`src/rtl/instr_fetch.sv`:
```
// Instruction fetch unit: issues one RAM read at a time, holds the returned
// word in ir until the controller consumes it, and supports branch redirect and halt.
module instr_fetch #(
    parameter int unsigned ADDR_W = 11,
    parameter int unsigned RD_LAT = 2
) (
    input  logic              clk,
    input  logic              rst,
    input  logic [ADDR_W-1:0] start_pc,
    output logic [ADDR_W-1:0] ram_addr,
    output logic              ram_rd_en,
    input  logic [31:0]       ram_rdata,
    input  logic              branch_en,
    input  logic [ADDR_W-1:0] branch_target,
    input  logic              halt,
    input  logic              ir_ready,
    output logic              ir_valid,
    output logic [31:0]       ir,
    output logic [ADDR_W-1:0] pc,
    output logic [ADDR_W-1:0] pc_next,
    output logic              halted
);

    localparam int unsigned CNT_W = 3;

    typedef enum logic [2:0] {
        START  = 3'd0,
        ISSUE  = 3'd1,
        WAIT   = 3'd2,
        HOLD   = 3'd3,
        HALTED = 3'd4
    } state_t;

    state_t             state, state_nxt;
    logic [ADDR_W-1:0]  fp, fp_nxt;
    logic [ADDR_W-1:0]  pc_q, pc_nxt;
    logic [31:0]        ir_q, ir_nxt;
    logic [CNT_W-1:0]   cnt, cnt_nxt;

    // State and datapath registers
    always_ff @(posedge clk) begin
        if (rst) begin
            state <= START;
            fp    <= '0;
            pc_q  <= '0;
            ir_q  <= '0;
            cnt   <= '0;
        end else begin
            state <= state_nxt;
            fp    <= fp_nxt;
            pc_q  <= pc_nxt;
            ir_q  <= ir_nxt;
            cnt   <= cnt_nxt;
        end
    end

    // Next-state and datapath update
    always_comb begin
        state_nxt = state;
        fp_nxt    = fp;
        pc_nxt    = pc_q;
        ir_nxt    = ir_q;
        cnt_nxt   = cnt;

        case (state)
            START: begin
                fp_nxt    = start_pc;
                state_nxt = ISSUE;
            end
            ISSUE: begin
                cnt_nxt   = CNT_W'(RD_LAT - 1);
                state_nxt = WAIT;
            end
            WAIT: begin
                if (cnt == '0) begin
                    ir_nxt    = ram_rdata;
                    pc_nxt    = fp;
                    fp_nxt    = fp + ADDR_W'(1);
                    state_nxt = HOLD;
                end else begin
                    cnt_nxt = cnt - CNT_W'(1);
                end
            end
            HOLD: begin
                if (ir_ready) begin
                    state_nxt = halt ? HALTED : ISSUE;
                end
            end
            HALTED: begin
                state_nxt = HALTED;
            end
            default: begin
                state_nxt = START;
            end
        endcase

        // Redirect overrides everything outside HALTED; an in-flight read is dropped
        if (branch_en && (state != HALTED)) begin
            fp_nxt    = branch_target;
            pc_nxt    = pc_q;
            ir_nxt    = ir_q;
            cnt_nxt   = cnt;
            state_nxt = ISSUE;
        end
    end

    assign ram_addr  = fp;
    assign ram_rd_en = (state == ISSUE);
    assign ir_valid  = (state == HOLD);
    assign halted    = (state == HALTED);
    assign ir        = ir_q;
    assign pc        = pc_q;
    assign pc_next   = pc_q + ADDR_W'(1);

endmodule

```
`config.mk`:
```
export PLATFORM = sky130hd
export DESIGN_NAME = instr_fetch
export DESIGN_NICKNAME = d
export VERILOG_FILES = /design/src/rtl/instr_fetch.sv
export SDC_FILE = /design/constraint.sdc
export NUM_CORES = 1
export LEC_CHECK = 0
export CAP_MARGIN = 20
export CORE_MARGIN = 2
export CORE_UTILIZATION = 45
export CTS_CLUSTER_SIZE = 8
export DETAILED_ROUTE_END_ITERATION = 16
export PLACE_DENSITY_LB_ADDON = 0.15
export SLEW_MARGIN = 20
export SYNTH_ARGS = -nofsm -noshare
export SYNTH_HDL_FRONTEND = slang
export SYNTH_SLANG_ARGS = --single-unit
```
`constraint.sdc`:
```
create_clock -name clk -period 2.7 [get_ports clk]
set_input_delay 0.54 -clock clk [delete_from_list [all_inputs] [get_ports clk]]
set_output_delay 0.54 -clock clk [all_outputs]
set_load 0.05 [all_outputs]
```
; ---- Yosys cells after proc, flatten, opt, wreduce, memory -nomap -nowiden
; Index checks and enable logic that the tools add are counted.
[classes]
eq_ne = 10
n_reduce_logical = 11
bitwise = 1
addsub = 3
mux = 10
[ops]
columns = operator, n
row1 = $add A11 B1 Y11 const B, 2
row2 = $mux W11, 2
row3 = $pmux W11 S2, 1
row4 = $pmux W3 S5, 1
row5 = $mux W3, 4
row6 = $eq A3 B2 Y1 const B, 2
row7 = $logic_not A3 Y1, 2
row8 = $ne A2 B2 Y1 const B, 3
row9 = $ne A3 B3 Y1 const B, 2
row10 = $pmux W3 S2, 1
row11 = $reduce_and A2 Y1, 3
row12 = $reduce_and A3 Y1, 2
row13 = $eq A3 B1 Y1 const B, 1
row14 = $eq A3 B3 Y1 const B, 1
row15 = $ne A3 B2 Y1 const B, 1
row16 = $reduce_bool A3 Y1, 1
row17 = $sub A3 B1 Y3 const B, 1
row18 = $reduce_bool A2 Y1, 1
row19 = $reduce_or A2 Y1, 1
row20 = $logic_and A1 B1 Y1, 1
row21 = $mux W1, 1
row22 = $not A1 Y1, 1
[totals]
reg_bits = 60
inputBits = 59
out_inout_bits = 68
word_cells = 41

; ---- Longest topological paths before layout
[depth]
word_depth = 4
mapped_depth = 8
ltp_nobuf = 6

; ---- Least setup slack after synthesis
; OpenSTA, ideal clock, no wires.
[synth_timing]
path_type = reg2out
start = reg pc_q[0] (netlist: pc[0])
end = out pc_next[10]
t_arrival_ps = 2222
slack_ps = -62
path_buffers = 0
path_stages_with_launch = 6
required_time_ps = 2160
path_cell_list = dfxtp_1 ha_1 nand3_1 nor2_1 nand3_1 xnor2_1
[synth_between]
elab_chain_cells = 1
[synth_rtl]
columns = item, line
row1 = from (decl), 36  ; logic [ADDR_W-1:0] pc_q, pc_nxt;
row2 = from (signal assigned), 51  ; pc_q <= pc_nxt;
row3 = $add A11 B1 Y11, 113  ; assign pc_next = pc_q + ADDR_W'(1);
row4 = to (decl), 20  ; output logic [ADDR_W-1:0] pc_next,
; No other way between the ends.

; ---- Worst setup path after layout
[layout_timing]
start = reg state[0]
end = out ir_valid
[layout_between]
elab_chain_cells = 1
[layout_rtl]
columns = item, line
row1 = from (decl), 34  ; state_t state, state_nxt;
row2 = from (signal assigned), 49  ; state <= state_nxt;
row3 = $eq A3 B2 Y1, 109  ; assign ir_valid = (state == HOLD);
row4 = to (decl), 17  ; output logic ir_valid,
; No other way between the ends.

==> reports/qor.yml <==
floorplanning:
  ios: 127
  core_mm2: 0.006026
  die_h_um: 83.54
  dieArea_mm2: 0.006978
  placementRows: 28
  fp.dieW_um: 83.54
  floorplan.initialDensity_pct: 47.24
run:
  drv_cap: 0
cts:
  cts_root_buf: "clkbuf_8"
  clkSinkCount: 60
  clockBufferDepth: 2
  cts_resized: 1
  cts_buffers: 9
  path_clk_slew_ns: 0.08
  cts_hold_buf: 0
  clk-insertion-delay-late_ns: 0.33
  cts_tree: "yes"
  htree_levels: 3
  cts_setup_buffers: 0
worst_setup_path:
  worstRegToRegCells: 4
  startpoint_type: "register"
  path_max_fanout: 13
  critPathRequiredTime_ns: 2.16
  cp_slowest_stage_delay_ns: 0.81
  cp.depth: 2
  critPathSlowestCell: "clkdlybuf4s50_1"
  cpLargestDelayFamily: "buffers and inverters"
  cp-end-kind: "primary output"
  path_cells: "and3b_1 > clkdlybuf4s50_1"
  cp.buffers_inverters: 1
  path_class: "reg2out"
  timing.rr.start: "state[1]"
  worstPathArrival_ns: 2.07
  crit_start: "state[0]"
detailed_routing:
  vias_per_cell: 5.291
  ant_nets: 0
  post_drt_wl_per_cell_um: 14.00
  dr.pass1.iters: 4
  met2RoutedLength_um: 3789
  routedLengthMet1_um: 3468
  wirelength_um: 7799
  wl_met3_um: 433
  dr.first_iter.drc_count: 185
  drc_errors: 0
  vias: 2947
  top_layer_used: "met4"
power:
  peakVddDrop_mv: 0.3420
  p_leak_nw: 1.576
  power_mw: 2.232
  p_per_area_mw_per_mm2: 514.3
cells_and_area:
  n_antenna_cell: 0
  area_growth_pct: 52.44
  multi_input_area_mm2: 0.001488
  drive_gt1_share_pct: 8.091
  nets: 540
  fillers: 521
  register_area_mm2: 0.001201
  postLayoutCellArea_mm2: 0.004339
hold_path:
  min_path_type: "reg2reg"
  holdPathStages: 2
  min_from: "ir[27]"
global_routing:
  grt_usage_pct: 22.20
  grt_pass1_wl_um: 12840
  overflow: 0
  grt_max_degree: 44
  grt_pass1_vias: 2666
  antenna_found_initial: 0
sta:
  period_needed_ns: 2.611
  slew_headroom_pct: 44.02
  timing.setup.tns_ns: 0
  holdWs_ns: 0.4541
  max_freq_mhz: 382.9
  finalHoldViolCount: 0
  rsz0062_at_grt: "false"
  clock_skew_ns: 0.008924
  setup_viol: 0
  drv_slew: 0
  worst_slew_pin_slew_ns: 0.8361
  fin_crit_sh_pct: 96.72
logic_synthesis:
  yosysSeqAreaShare_pct: 42.20
  synth_fa_ha_area_share_pct: 1.758
  synthXorXnorAreaFrac_pct: 4.308
  ys.flop_type: "dfxtp_1"
  synth.distinct_cells: 48
  syn_inst: 358
  synth-async-reset-ratio_pct: 0
  netlist_area_mm2: 0.002846
  yosysTopAreaCellShare_pct: 42.20
  ys_warn_count: 0
  syn_nets: 421
  yosys_register_bits: 60
  synth_area_leader_cell: "dfxtp_1"
  synth-simple-area-share_pct: 25.71
  synth_top_family_by_area: "simple AND/OR/NAND/NOR gates"
  synthTopCellsByArea: "dfxtp_1, nand2_1, a21oi_1, xnor2_1, a32oi_1"
  synth_compound_area_share_pct: 20.22
  synthMuxAreaShare_pct: 0
  syn_avg_cell_area_um2: 7.951
  synth_edf_count: 0
placement:
  port-buffer-count: 126
  place_congestion: 0.8909
  post_dp_cell_area_mm2: 0.004108
  hpwl_um: 5514
outcome:
  status: "finished clean"
Yosys cell counts (2+ instances only):
library cell,number
nor3b_1,2
a211oi_1,2
clkbuf_1,11
nand3_1,8
xor2_1,3
dfxtp_1,60
nor2b_1,2
o21ai_1,6
a21oi_1,48
nor3_1,8
a211o_1,2
inv_1,11
a32oi_1,8
nand4_1,6
and3_1,4
ha_1,4
and2_1,4
o21ai_0,3
nor2_1,8
nand2b_1,2
nand2_1,100
a31o_2,2
buf_4,4
o22ai_1,7
a31oi_1,3
buf_2,6
o21a_1,2
buf_6,2
xnor2_1,11
where the power goes:
group | switching [mW] | total [mW] | internal, mW
Clock | 0.380 | 0.904 | 0.524
Combinational | 0.202 | 0.370 | 0.169
Sequential | 0.0456 | 0.958 | 0.912
per-layer routing:
| layer | global-route usage (%) | vias to the layer above |
|---|---|---|
| met4 | 9.238 | 0 |
| li1 | - | 1480 |
| met1 | 29.19 | 1354 |
| met3 | 4.055 | 11 |
| met2 | 36.00 | 102 |
| met5 | 0 | - |
final timing paths:
kind                      end  slack (ns)
setup / recovery     ir_valid        0.09
hold / removal         ir[27]        0.45
setup reg to reg  ram_addr[6]        0.79
hold reg to reg        ir[27]        0.45
kinds of logic after synthesis:
family / after synthesis
AO/OA/AOI/OAI: 92
adder cells (fa/ha/maj): 4
flip-flops: 60
AND/OR/NAND/NOR: 154
buffers and inverters: 34
XOR/XNOR: 14
sequential cells by signal, indices dropped and copies added (netlist names):
register / count
ir: 32
ram_addr: 11
cnt: 3
pc: 11
state: 3
worst min-delay path, cell delays in order (launching register included):
cell	delay, ns
dfxtp_1	0.31
nand2_1	0.05
a21oi_1	0.05
per-stage QoR:
step / utilization, % / std cells / setup slack (ns)
2_1_floorplan: - / 358 / 0.1169
3_3_place_gp: 68.17 / 541 / 0.3822
3_5_place_dp: 68.17 / 541 / 0.2764
4_1_cts: 71.84 / 557 / 0.004120
5_1_grt: 72.01 / 557 / 0.01823
6_report: 72.01 / 557 / 0.08855
final cells by class:
| class | count | share of cell area (%) |
|---|---|---|
| flip-flops and latches | 60 | 27.68 |
| clock buffers | 9 | 2.855 |
| repair buffers | 131 | 29.79 |
| inverters | 11 | 0.9516 |
| multi-input cells | 264 | 34.28 |
| well taps | 75 | 2.163 |
| clock inverters | 7 | 2.278 |
cells in the final DEF, fill, tap and decap left out, types with 2 or more instances in the layout:
cell | netlist | final
a211o_1 | 2 | 2
a211oi_1 | 2 | 2
a21oi_1 | 48 | 48
a31o_2 | 2 | 2
a31oi_1 | 3 | 3
a32oi_1 | 8 | 8
and2_1 | 4 | 4
and3_1 | 4 | 4
buf_4 | 4 | 9
bufinv_16 | 0 | 2
clkbuf_8 | 0 | 9
clkdlybuf4s50_1 | 0 | 116
clkinv_4 | 0 | 2
dfxtp_1 | 60 | 60
dlymetal6s2s_1 | 0 | 4
ha_1 | 4 | 4
inv_1 | 11 | 11
nand2_1 | 100 | 100
nand2b_1 | 2 | 2
nand3_1 | 8 | 8
nand4_1 | 6 | 6
nor2_1 | 8 | 8
nor2b_1 | 2 | 2
nor3_1 | 8 | 8
nor3b_1 | 2 | 2
o21a_1 | 2 | 2
o21ai_0 | 3 | 3
o21ai_1 | 6 | 6
o22ai_1 | 7 | 7
xnor2_1 | 11 | 10
xor2_1 | 3 | 3
Note: power is estimated with default switching activity, not from simulation.
